[config.mk]
export PLATFORM = sky130hd
export DESIGN_NAME = multicycle_control_unit
export DESIGN_NICKNAME = d
export VERILOG_FILES = /design/src/rtl/multicycle_control_unit.sv
export SDC_FILE = /design/constraint.sdc
export NUM_CORES = 1
export LEC_CHECK = 0
export BUFFER_PORTS_ARGS = -buffer_cell sky130_fd_sc_hd__buf_2
export CORE_MARGIN = 2
export CORE_UTILIZATION = 45
export DETAILED_ROUTE_END_ITERATION = 16
export HOLD_SLACK_MARGIN = 0.02
export PLACE_DENSITY_LB_ADDON = 0.3
export SETUP_SLACK_MARGIN = 0.05
export SKIP_LAST_GASP = 1
export SYNTH_ARGS = -nofsm -noshare
export SYNTH_HDL_FRONTEND = slang
export SYNTH_SLANG_ARGS = --single-unit
[constraint.sdc]
create_clock -name clk -period 2.2 [get_ports clk]
set_input_delay 0.44 -clock clk [delete_from_list [all_inputs] [get_ports clk]]
set_output_delay 0.44 -clock clk [all_outputs]
set_load 0.02 [all_outputs]
[src/rtl/multicycle_control_unit.sv]
// Multicycle RV32I control unit: sequences FETCH/DECODE/EXECUTE/MEMORY/WRITEBACK
// with memory handshakes, wait-state timeout and a sticky fault state.
module multicycle_control_unit #(
    parameter int unsigned WAIT_TIMEOUT = 15,
    parameter int unsigned CNT_W        = 4
) (
    input  logic        clk,
    input  logic        rst_n,
    input  logic [31:0] instr,
    input  logic        imem_ready,
    input  logic        dmem_ready,
    input  logic        br_taken,
    output logic        imem_req,
    output logic        dmem_req,
    output logic        ir_wr,
    output logic        pc_wr,
    output logic        pc_sel,
    output logic        alua_src,
    output logic        alub_src,
    output logic [2:0]  imm_src,
    output logic [3:0]  alu_op,
    output logic [4:0]  br_op,
    output logic        ru_wr,
    output logic        dm_wr,
    output logic [2:0]  dm_ctrl,
    output logic [1:0]  ru_data_wr_src,
    output logic [2:0]  state,
    output logic        fault,
    output logic [1:0]  fault_code
);

    typedef enum logic [2:0] {
        S_FETCH     = 3'd0,
        S_DECODE    = 3'd1,
        S_EXECUTE   = 3'd2,
        S_MEMORY    = 3'd3,
        S_WRITEBACK = 3'd4,
        S_FAULT     = 3'd7
    } state_t;

    localparam logic [6:0] OP_R     = 7'b0110011;
    localparam logic [6:0] OP_I     = 7'b0010011;
    localparam logic [6:0] OP_LD    = 7'b0000011;
    localparam logic [6:0] OP_ST    = 7'b0100011;
    localparam logic [6:0] OP_BR    = 7'b1100011;
    localparam logic [6:0] OP_JAL   = 7'b1101111;
    localparam logic [6:0] OP_JALR  = 7'b1100111;
    localparam logic [6:0] OP_LUI   = 7'b0110111;
    localparam logic [6:0] OP_AUIPC = 7'b0010111;

    localparam logic [CNT_W-1:0] TIMEOUT    = CNT_W'(WAIT_TIMEOUT);
    localparam bit               TIMEOUT_EN = (WAIT_TIMEOUT != 0);

    state_t             state_q, state_d;
    logic [6:0]         opcode_q;
    logic [2:0]         funct3_q;
    logic               f7b5_q;
    logic [CNT_W-1:0]   wait_cnt_q, wait_cnt_d;
    logic               fault_q;
    logic [1:0]         fault_code_q, fault_code_d;

    logic is_r, is_i, is_ld, is_st, is_br, is_jal, is_jalr, is_lui, is_auipc, is_legal;
    logic unused_instr_bits;

    assign unused_instr_bits = ^{instr[31], instr[29:15], instr[11:7]};

    assign is_r     = (opcode_q == OP_R);
    assign is_i     = (opcode_q == OP_I);
    assign is_ld    = (opcode_q == OP_LD);
    assign is_st    = (opcode_q == OP_ST);
    assign is_br    = (opcode_q == OP_BR);
    assign is_jal   = (opcode_q == OP_JAL);
    assign is_jalr  = (opcode_q == OP_JALR);
    assign is_lui   = (opcode_q == OP_LUI);
    assign is_auipc = (opcode_q == OP_AUIPC);
    assign is_legal = is_r | is_i | is_ld | is_st | is_br | is_jal | is_jalr | is_lui | is_auipc;

    // Next state; a ready in the timeout cycle takes priority over the fault
    always_comb begin
        state_d      = state_q;
        fault_code_d = fault_code_q;
        case (state_q)
            S_FETCH: begin
                if (imem_ready) begin
                    state_d = S_DECODE;
                end else if (TIMEOUT_EN && (wait_cnt_q == TIMEOUT)) begin
                    state_d      = S_FAULT;
                    fault_code_d = 2'b10;
                end
            end
            S_DECODE: begin
                if (!is_legal) begin
                    state_d      = S_FAULT;
                    fault_code_d = 2'b01;
                end else begin
                    state_d = S_EXECUTE;
                end
            end
            S_EXECUTE: begin
                if (is_br)               state_d = S_FETCH;
                else if (is_ld || is_st) state_d = S_MEMORY;
                else                     state_d = S_WRITEBACK;
            end
            S_MEMORY: begin
                if (dmem_ready) begin
                    state_d = is_ld ? S_WRITEBACK : S_FETCH;
                end else if (TIMEOUT_EN && (wait_cnt_q == TIMEOUT)) begin
                    state_d      = S_FAULT;
                    fault_code_d = 2'b11;
                end
            end
            S_WRITEBACK: state_d = S_FETCH;
            S_FAULT:     state_d = S_FAULT;
            default:     state_d = S_FAULT;
        endcase
    end

    // Wait counter restarts on every state entry and counts unanswered request cycles
    always_comb begin
        wait_cnt_d = '0;
        if ((state_d == state_q) && ((state_q == S_FETCH) || (state_q == S_MEMORY))) begin
            wait_cnt_d = wait_cnt_q + CNT_W'(1);
        end
    end

    always_ff @(posedge clk or negedge rst_n) begin
        if (!rst_n) begin
            state_q      <= S_FETCH;
            wait_cnt_q   <= '0;
            fault_q      <= 1'b0;
            fault_code_q <= 2'b00;
            opcode_q     <= 7'd0;
            funct3_q     <= 3'd0;
            f7b5_q       <= 1'b0;
        end else begin
            state_q      <= state_d;
            wait_cnt_q   <= wait_cnt_d;
            fault_q      <= (state_d == S_FAULT);
            fault_code_q <= fault_code_d;
            if ((state_q == S_FETCH) && imem_ready) begin
                opcode_q <= instr[6:0];
                funct3_q <= instr[14:12];
                f7b5_q   <= instr[30];
            end
        end
    end

    // Handshake and write enables, gated by state so FAULT drives them all low
    always_comb begin
        imem_req = 1'b0;
        dmem_req = 1'b0;
        ir_wr    = 1'b0;
        pc_wr    = 1'b0;
        pc_sel   = 1'b0;
        ru_wr    = 1'b0;
        dm_wr    = 1'b0;
        case (state_q)
            S_FETCH: begin
                imem_req = 1'b1;
                ir_wr    = imem_ready;
            end
            S_EXECUTE: begin
                if (is_br) begin
                    pc_wr  = 1'b1;
                    pc_sel = br_taken;
                end
            end
            S_MEMORY: begin
                dmem_req = 1'b1;
                dm_wr    = is_st;
                pc_wr    = is_st && dmem_ready;
            end
            S_WRITEBACK: begin
                ru_wr  = 1'b1;
                pc_wr  = 1'b1;
                pc_sel = is_jal | is_jalr;
            end
            default: ;
        endcase
    end

    // Datapath steering decoded from the latched instruction fields
    always_comb begin
        alua_src       = is_auipc | is_br | is_jal;
        alub_src       = !is_r;
        imm_src        = 3'b000;
        alu_op         = 4'b0000;
        br_op          = 5'b00000;
        dm_ctrl        = 3'b011;
        ru_data_wr_src = 2'b00;
        if (is_st)              imm_src = 3'b001;
        if (is_lui || is_auipc) imm_src = 3'b010;
        if (is_br)              imm_src = 3'b100;
        if (is_jal)             imm_src = 3'b110;
        if (is_r)               alu_op  = {f7b5_q, funct3_q};
        if (is_i)               alu_op  = (funct3_q == 3'b101) ? {f7b5_q, funct3_q} : {1'b0, funct3_q};
        if (is_lui)             alu_op  = 4'b1011;
        if (is_br)              br_op   = {2'b01, funct3_q};
        if (is_jal || is_jalr)  br_op   = 5'b10000;
        if (is_ld || is_st)     dm_ctrl = funct3_q;
        if (is_ld)              ru_data_wr_src = 2'b01;
        if (is_jal || is_jalr)  ru_data_wr_src = 2'b10;
    end

    assign state      = state_q;
    assign fault      = fault_q;
    assign fault_code = fault_code_q;

endmodule

======== Word-level counts from Yosys, hierarchy flattened ========
Index checks and enable logic that the tools add are counted.
storage, ports and cells
  bits of input ports ..................... 37
  bits in registers ....................... 21
operators by class
  bitwise logic cells ..................... 11
  add/subtract/negate cells ............... 1
  equality and inequality tests ........... 22
  reductions and logical operators ........ 11
  mux-type cells .......................... 37
operator list
  cell                                                 number
  two-way mux 3 bit                                    11
  two-way mux 4 bit                                    6
  equality test 7 x 6 -> 1 bit, second input constant  3
  equality test 7 bit, second input constant           3
  one-hot mux 3 bit (5 select lines)                   1
  equality test 7 x 5 -> 1 bit, second input constant  2
  two-way mux 2 bit                                    6
  OR 1 bit                                             11
  != test 2 bit, second input constant                 5
  equality test 3 bit, second input constant           3
  two-way mux 1 bit                                    9
  equality test 7 x 2 -> 1 bit, second input constant  1
  equality test 3 x 2 -> 1 bit, second input constant  2
  one-hot mux 2 bit (3 select lines)                   1
  AND reduction 6 bit                                  1
  two-way mux 5 bit                                    1
  adder 4 x 1 -> 4 bit, second input constant          1
  equality test 4 bit, second input constant           1
  logical OR 1 bit                                     4
  equality test 3 x 1 -> 1 bit, second input constant  1
  equality test 3 bit                                  1
  logical AND 1 bit                                    3
  zero test 3 bit                                      1
  one-hot mux 1 bit (3 select lines)                   1
  3 further kinds                                      3

======== Logic depth before layout (Yosys ltp) ========
Gate-level depths: netlist (run 1).
  depth in word-level cells ............... 14
  depth in mapped cells ................... 6

======== Least setup slack after synthesis (run 1) ========
Ideal clock, no wire load.
  kind .................................... register to output
  start ................................... reg opcode_q[3]
  end ..................................... out pc_wr
  slack ................................... -236 ps
  required time ........................... 1760 ps
  buffers on the path ..................... 0
  stages on the path, launching flop included .. 5
  arrival time ............................ 1996 ps
  cell sequence ........................... dfrtp_1 > nand4bb_4 > nor3_1 > a21oi_1 > o22ai_1
between the ends
  longest elaborated chain between the ends .. 3
  elaborated cells on any way between the ends .. 5
  classes of those cells .................. eq/ne: 2; mux: 2; reduce/logical: 1
ends and longest elaborated chain
  element                                                                     line      RTL
  start, declared                                                             55        logic [6:0] opcode_q;
  start signal, assigned                                                      141       opcode_q <= instr[6:0];
  equality test 7 bit / equality test 7 x 6 -> 1 bit (equally long branches)  71, 70
  two-way mux 1 bit / logical AND 1 bit (equally long branches)               163, 171
  one-hot mux 1 bit (3 select lines) (*)                                      157       case (state_q)
  end, declared                                                               16        output logic pc_wr,
Every way passes the cells marked *; elsewhere a longest branch is shown, timed or not.

======== Final worst setup path (run 1) ========
  start ................................... reg opcode_q[2]
  end ..................................... out br_op[0]
between the ends
  longest elaborated chain between the ends .. 3
  elaborated cells on any way between the ends .. 6
  classes of those cells .................. eq/ne: 3; mux: 2; reduce/logical: 1
ends and longest elaborated chain
  element                                                       line        RTL
  equality test 7 bit, on equally long branches                 71, 72, 73
  two-way mux 4 bit / logical OR 1 bit (equally long branches)  198, 199
  two-way mux 5 bit (*)                                         199         if (is_jal || is_jalr) br_op = 5'b10000;
  end, declared                                                 22          output logic [4:0] br_op,
Marked as above.

==> results of run 1 <==
metal layers:
| metal | routed length, um | global-route usage | vias to the layer above |
|---|---|---|---|
| li1 | - | - | 661 |
| met1 | 1617 | 0.2667 | 664 |
| met2 | 1920 | 0.3460 | 59 |
| met3 | 191 | 0.02620 | 10 |
| met4 | 87 | 0.07468 | 0 |
| met5 | 0 | 0 | - |
per-stage QoR:
stage / utilization / cells / total power [W] / hold slack [ps] / setup TNS [ps]
6_report: 0.6833 / 242 / 0.0006903 / 64.31 / -78.83
5_1_grt: 0.6833 / 242 / 0.0007231 / 97.63 / -842.1
4_1_cts: 0.6227 / 232 / 0.0006896 / 69.99 / 0
3_5_place_dp: 0.5776 / 220 / 0.0004794 / 426.9 / 0
3_3_place_gp: 0.5776 / 220 / 0.0004758 / 415.0 / 0
2_1_floorplan: - / 146 / 0.0004501 / 144.4 / 0
final timing paths:
kind / start / end / slack, ps
setup / recovery: opcode_q[2] / br_op[0] / -20
max in group asynchronous: rst_n / opcode_q[4] / 1780
hold reg to reg: wait_cnt_q[0] / wait_cnt_q[0] / 490
setup reg to reg: opcode_q[4] / fault_code[0] / 200
hold / removal: rst_n / fault / 60
min in group clk: instr[14] / funct3_q[2] / 360
area by class of cell:
cell class                      instances  share of cell area
Inverter                                6             0.01165
Clock inverter                          1            0.002589
Multi-Input combinational cell        110              0.4388
Clock buffer                            3             0.01165
Timing Repair Buffer                   70              0.2388
Sequential cell                        21              0.2764
Tap cell                               31             0.02006
what timing repair did:
action	CTS	global route
setup buffers	8	10
setup endpoints to repair	14	12
pin swaps	3	10
gates resized for setup	14	30
kinds of logic (layout without fill, tap and decap cells):
logic type | after synthesis | count (layout)
buf+inv | 15 | 80
xor+xnor | 2 | 2
flops | 21 | 21
simple gates | 66 | 66
compound gates | 30 | 30
fa+ha+maj | 1 | 1
mux | 11 | 11
flip-flops by register name, indices dropped and copies added (netlist names):
register,count
fault_code,2
state,3
funct3_q,3
wait_cnt_q,4
f7b5_q,1
opcode_q,7
fault,1
report_power, final:
part / leakage (nW) / switching (W) / total, W / internal [W]
Sequential: 0.246 / 0.0000144 / 0.000412 / 0.000397
Clock: 0.0177 / 0.000122 / 0.000190 / 0.0000679
Combinational: 0.643 / 0.0000430 / 0.0000884 / 0.0000454
Total: 0.906 / 0.000180 / 0.000690 / 0.000511
Yosys cell counts, types with 2 or more instances:
cell type	count
o21ai_0	6
a21boi_0	2
a211oi_1	2
or3_1	3
inv_1	6
clkbuf_1	4
and2_1	4
o311ai_0	2
nand2_1	11
nor2b_1	5
nor3_1	7
nand3_1	7
a21oi_1	5
nand2b_1	7
dfrtp_1	21
buf_4	3
mux2_2	10
a22o_1	2
nor2_1	10
==> results.md, run 1 <==
* Outcome: finished, violations left
* Failing checks: setup timing
* Critical Path RT at 1760 ps
* All-Layer GR Usage at 0.2042
* Critical path's slowest cell: dfrtp_2
* Hpwl dp at 2.583 mm
* Clock Tree Root: clkbuf_4
* Register area at 534.3 um2
* Synth async-reset ratio at 1.000
* Ant diodes at 0
* Yosys reg bits at 21
* Post-Syn Area at 1366 um2
* Post-Synth Simple-Gate Area at 0.2848
* Mux cell area share after synthesis at 0.09341
* Hold Path Class: input pin to asynchronous set/reset pin
* Post-layout instance area at 1933 um2
* Yosys top cell area share at 0.3846
* Clock Skew at 4.300 ps
* Fin crit share at 1.010
* Die Y at about 59 um
* GR Overflow Total at 0
* Adder-cell share of the synthesized area at 0.009158
* Ports at between 60 and 70
* Gp weighted congestion at 0.9255
* ANT nets after route at 0
* Worst Path Buf+Inv at 2
* Number of global-route vias before repair at 1233
* Final WL at 3.817 mm
* Ranking of synthesized cells by area: dfrtp_1, mux2_2, nand2b_1
* Sink Count at 21
* Seq/Total Area, Yosys at 0.3846
* Cell Rows at 19
* Max Clock Freq at 450.2 MHz
* Largest family of logic cells by synthesized area: simple AND/OR/NAND/NOR gates
* Syn_nets at about 180
* Final WS setup at -21.08 ps
* Die width at 59.10 um
* Worst path arrival time at 1780 ps
* Pwr dens at 357.1 nW/um2
* Dpl cell area at 1634 um2
* Clk slew on worst S/H paths at 120 ps
* Pin count of the biggest net entering global routing at 22
* Reg2Reg Depth at 6
* Final setup fails at 4
* Fillers at between 200 and 250
* Cts hold-fix bufs at 0
* Critical Path Start Type: register
* Footprint of the multi-input gates at 848.3 um2
* Die ar. at roughly 3500 um2
* XOR/XNOR share of the synthesized area at 0.01282
* Port bufs at 47
* Final net count at between 200 and 300
* Initial antenna violation count at 0
* CTS Buf Count at 3
* Max_cap viols at 0
* Placeable Area at between 2000 and 3000 um2
* Min Tclk post-route at 2221 ps
* Worst path depth at 5
* Worst-case clock buffer depth at 2
* Rel. slew slack at 0.6603
* Commonest non-fill, non-tap cell in the layout: buf_2
* Avg Cell Area, Syn at 9.358 um2
* Slew Viols, Final at 0
* Layout cell share with drive strength beyond 1 at 0.5403
* Initial DRC Count at 51
* Top FF cell, synth: dfrtp_1
* RSZ-0062 raised after global routing: yes
* Compound-Gate Fraction of Synth Area at 0.1593
* Most frequent cells in the layout: buf_2, buf_4, dfrtp_1, mux2_2, nand2_1
* Post-synth EDFFs at 0
* Crit path max-delay family: simple AND/OR/NAND/NOR gates
* DR vias at 1394
* H-tree lvl count at 1
* Count of distinct cell types in the synthesized netlist at 48
* CP max stage delay at 450 ps
* First-pass GRT wire length at 5.471 mm
* Static leakage at between 0.9 and 1 nW
* CP Max Fanout at 5
* Syn Inst Count at 146
* First drt pass iteration count at 4
* Final hold violations at 0
* Via-to-Cell Ratio at 5.760
* DRC Markers at 0
* Skew-Pair Late Insertion Delay at around 310 ps
* Drt wl/cell at 15.77 um
* WS Path Type: register to output pin
* CTS tree: yes
* Layout Area Growth over Synthesis at 41.48%
* Worst Setup End Kind: output pin
* Worst VDD drop at 0.2769 mV
* Least-Margin Pin Slew at 504.2 ps
* Yosys warnings at 0
* Pre-CTS setup slack at 168.6 ps
* Synth area leader: dfrtp_1
* Crit-path cells: nand4bb_4 -> nor3_4 -> buf_4 -> and2_1 -> buf_6
* Initial core utilization at 0.4830
Note: power is estimated with default switching activity, not from simulation.
==> run 2, diff against run 1 <==
Settings changed: CTS_CLUSTER_DIAMETER set to 100, PLACE_DENSITY set to 0.83, PLACE_DENSITY_LB_ADDON 0.3 to not set.
==> results.md, run 2 (synthesis gave the netlist of run 1 again) <==
* Hold Path Class: input pin to asynchronous set/reset pin (unchanged)
* CTS Buf Count at 3 (unchanged)
* Sink Count at 21 (unchanged)
* Via-to-Cell Ratio at 5.513 (was 5.760)
* Drt wl/cell at 13.66 um (was 15.77 um)
* Clk slew on worst S/H paths at 110 ps (was 120 ps)
* Die Y at 59.10 um (unchanged)
* DRC Markers at 0 (unchanged)
* WS Path Type: register to output pin (unchanged)
* Placeable Area at 2829 um2 (unchanged)
* GR Overflow Total at 0 (unchanged)
* Hold Slack at 84.34 ps (was 64.31 ps)
* Non-Filler Instances at 236 (was 242)
* Final WL at 3.224 mm (was 3.817 mm)
* Initial core utilization at 0.4830 (unchanged)
* CTS tree: yes (unchanged)
* Post-layout util at 0.6555 (was 0.6833)
* H-tree lvl count at 1 (unchanged)
* Worst path arrival time at 1710 ps (was 1780 ps)
* Commonest non-fill, non-tap cell in the layout: buf_2 (unchanged)
* Worst VDD drop at 0.3115 mV (was 0.2769 mV)
* Static leakage at 0.8736 nW (was 0.9063 nW)
* Pwr dens at 357.6 nW/um2 (was 357.1 nW/um2)
* Worst Setup End Kind: output pin (unchanged)
* Critical Path Start Type: register (unchanged)
* Slew Viols, Final at 0 (unchanged)
* Ant diodes at 0 (unchanged)
* CP Max Fanout at 4 (was 5)
* Min Tclk post-route at 2146 ps (was 2221 ps)
* R2R Setup Slk at 370 ps (was 200 ps)
* Cell total after placement at 224 (was 220)
* Gp weighted congestion at 0.8915 (was 0.9255)
* Cts hold-fix bufs at 0 (unchanged)
* Most frequent cells in the layout: buf_2, buf_4, dfrtp_1, nand2_1, mux2_2 (was buf_2, buf_4, dfrtp_1, mux2_2, nand2_1)
* Ports at 69 (unchanged)
* Initial DRC Count at 55 (was 51)
* Worst-case clock buffer depth at 2 (unchanged)
* Outcome: finished, final reports clean (was finished, violations left)
* Layout cell share with drive strength beyond 1 at 0.4878 (was 0.5403)
* Critical Path RT at 1760 ps (about the same)
* Fin crit share at 0.9753 (was 1.010)
* DR vias at 1301 (was 1394)
* Layout Area Growth over Synthesis at 35.71% (was 41.48%)
* First-pass GRT wire length at 5.043 mm (was 5.471 mm)
* Final hold violations at 0 (unchanged)
* Biggest register: opcode_q (unchanged)
* Final setup fails at 0 (was 4)
* Max Clock Freq at 466.0 MHz (was 450.2 MHz)
* Pin count of the biggest net entering global routing at 22 (unchanged)
* Die width at 59.10 um (unchanged)
* Port bufs at 47 (unchanged)
* Initial antenna violation count at 0 (unchanged)
* Clock Tree Root: clkbuf_4 (unchanged)
* Largest register FFs at 7 (unchanged)
* Top Registers: opcode_q: 7 flops, wait_cnt_q: 4 flops (unchanged)
* First drt pass iteration count at 4 (unchanged)
* RSZ-0062 raised after global routing: yes (unchanged)
* Number of global-route vias before repair at 1084 (was 1233)
* Cell Rows at 19 (unchanged)
* Hpwl dp at 2.385 mm (was 2.583 mm)
* Skew-Pair Late Insertion Delay at 290 ps (was 310 ps)
* Max_cap viols at 0 (unchanged)
* Final net count at 244 (was 250)
* Die ar. at 3493 um2 (unchanged)
* All-Layer GR Usage at 0.1867 (was 0.2042)
* Clock Skew at 1.819 ps (was 4.300 ps)
* Rel. slew slack at 0.6716 (was 0.6603)
* Least-Margin Pin Slew at 487.4 ps (was 504.2 ps)
* ANT nets after route at 0 (unchanged)
run 2: cell types whose count changed in the layout (fill, tap and decap cells not counted), moves of 2 or more:
cell     delta
buf_2       +2
dfrtp_2     -2
nand2_2     -2
dfrtp_1     +2
nand2_1     +2
buf_4       -8
run 2: worst paths after layout:
check / from / to / cells after the start
worst max-delay path: opcode_q[3] / br_op[0] / 5
worst min-delay path: rst_n / wait_cnt_q[2] / 1
worst max register to register: opcode_q[4] / fault_code[0] / 5
worst min register to register: wait_cnt_q[0] / wait_cnt_q[0] / 1
max in group asynchronous: rst_n / opcode_q[5] / 1
min in group clk: instr[5] / opcode_q[5] / 3
run 2: layout make-up:
class | count | area, um2
clock buffer | 4 | 26.28
fill | 219 | 974.7
inverter | 6 | 22.52
multi-input combinational | 110 | 823.3
sequential | 21 | 531.8
tap | 31 | 38.79
timing repair buffer | 64 | 411.6
run 2: per-layer routing:
layer | vias up | share of wire | GRT usage
met5 | - | 0 | 0
met3 | 4 | 0.064 | 0.02402
met4 | 0 | 0.011 | 0.05844
li1 | 644 | - | -
met1 | 600 | 0.45 | 0.2765
met2 | 53 | 0.48 | 0.2841
run 2: what timing repair did:
item	in CTS	in global routing
gates resized for setup	7	26
setup endpoints to repair	11	13
pin swaps	2	7
buffers inserted	3	5
endpoints found under the hold margin	0	0
run 2: critical path: stages, from the launching register on:
cell and delay [ps]:
dfrtp_2 430, nand4bb_4 290, nor3_4 310, buf_6 150, and2_4 130, buf_6 110
run 2: power breakdown:
part	internal [W]	switching, W	leakage [nW]	total [W]
combinational	0.0000356	0.0000361	0.611	0.0000717
sequential	0.000397	0.0000141	0.247	0.000411
clock	0.0000704	0.000110	0.0150	0.000180
run 2: per-stage QoR:
| stage | TNS [ps] | cell area [um2] | worst slack, ps | total power [W] |
|---|---|---|---|---|
| 2_1_floorplan | 0 | 1376 | 73.24 | 0.0004501 |
| 3_3_place_gp | 0 | 1664 | 241.4 | 0.0004772 |
| 3_5_place_dp | 0 | 1664 | 243.0 | 0.0004791 |
| 4_1_cts | 0 | 1735 | 61.91 | 0.0006663 |
| 5_1_grt | -148.5 | 1854 | -27.05 | 0.0006960 |
| 6_report | 0 | 1854 | 54.29 | 0.0006631 |
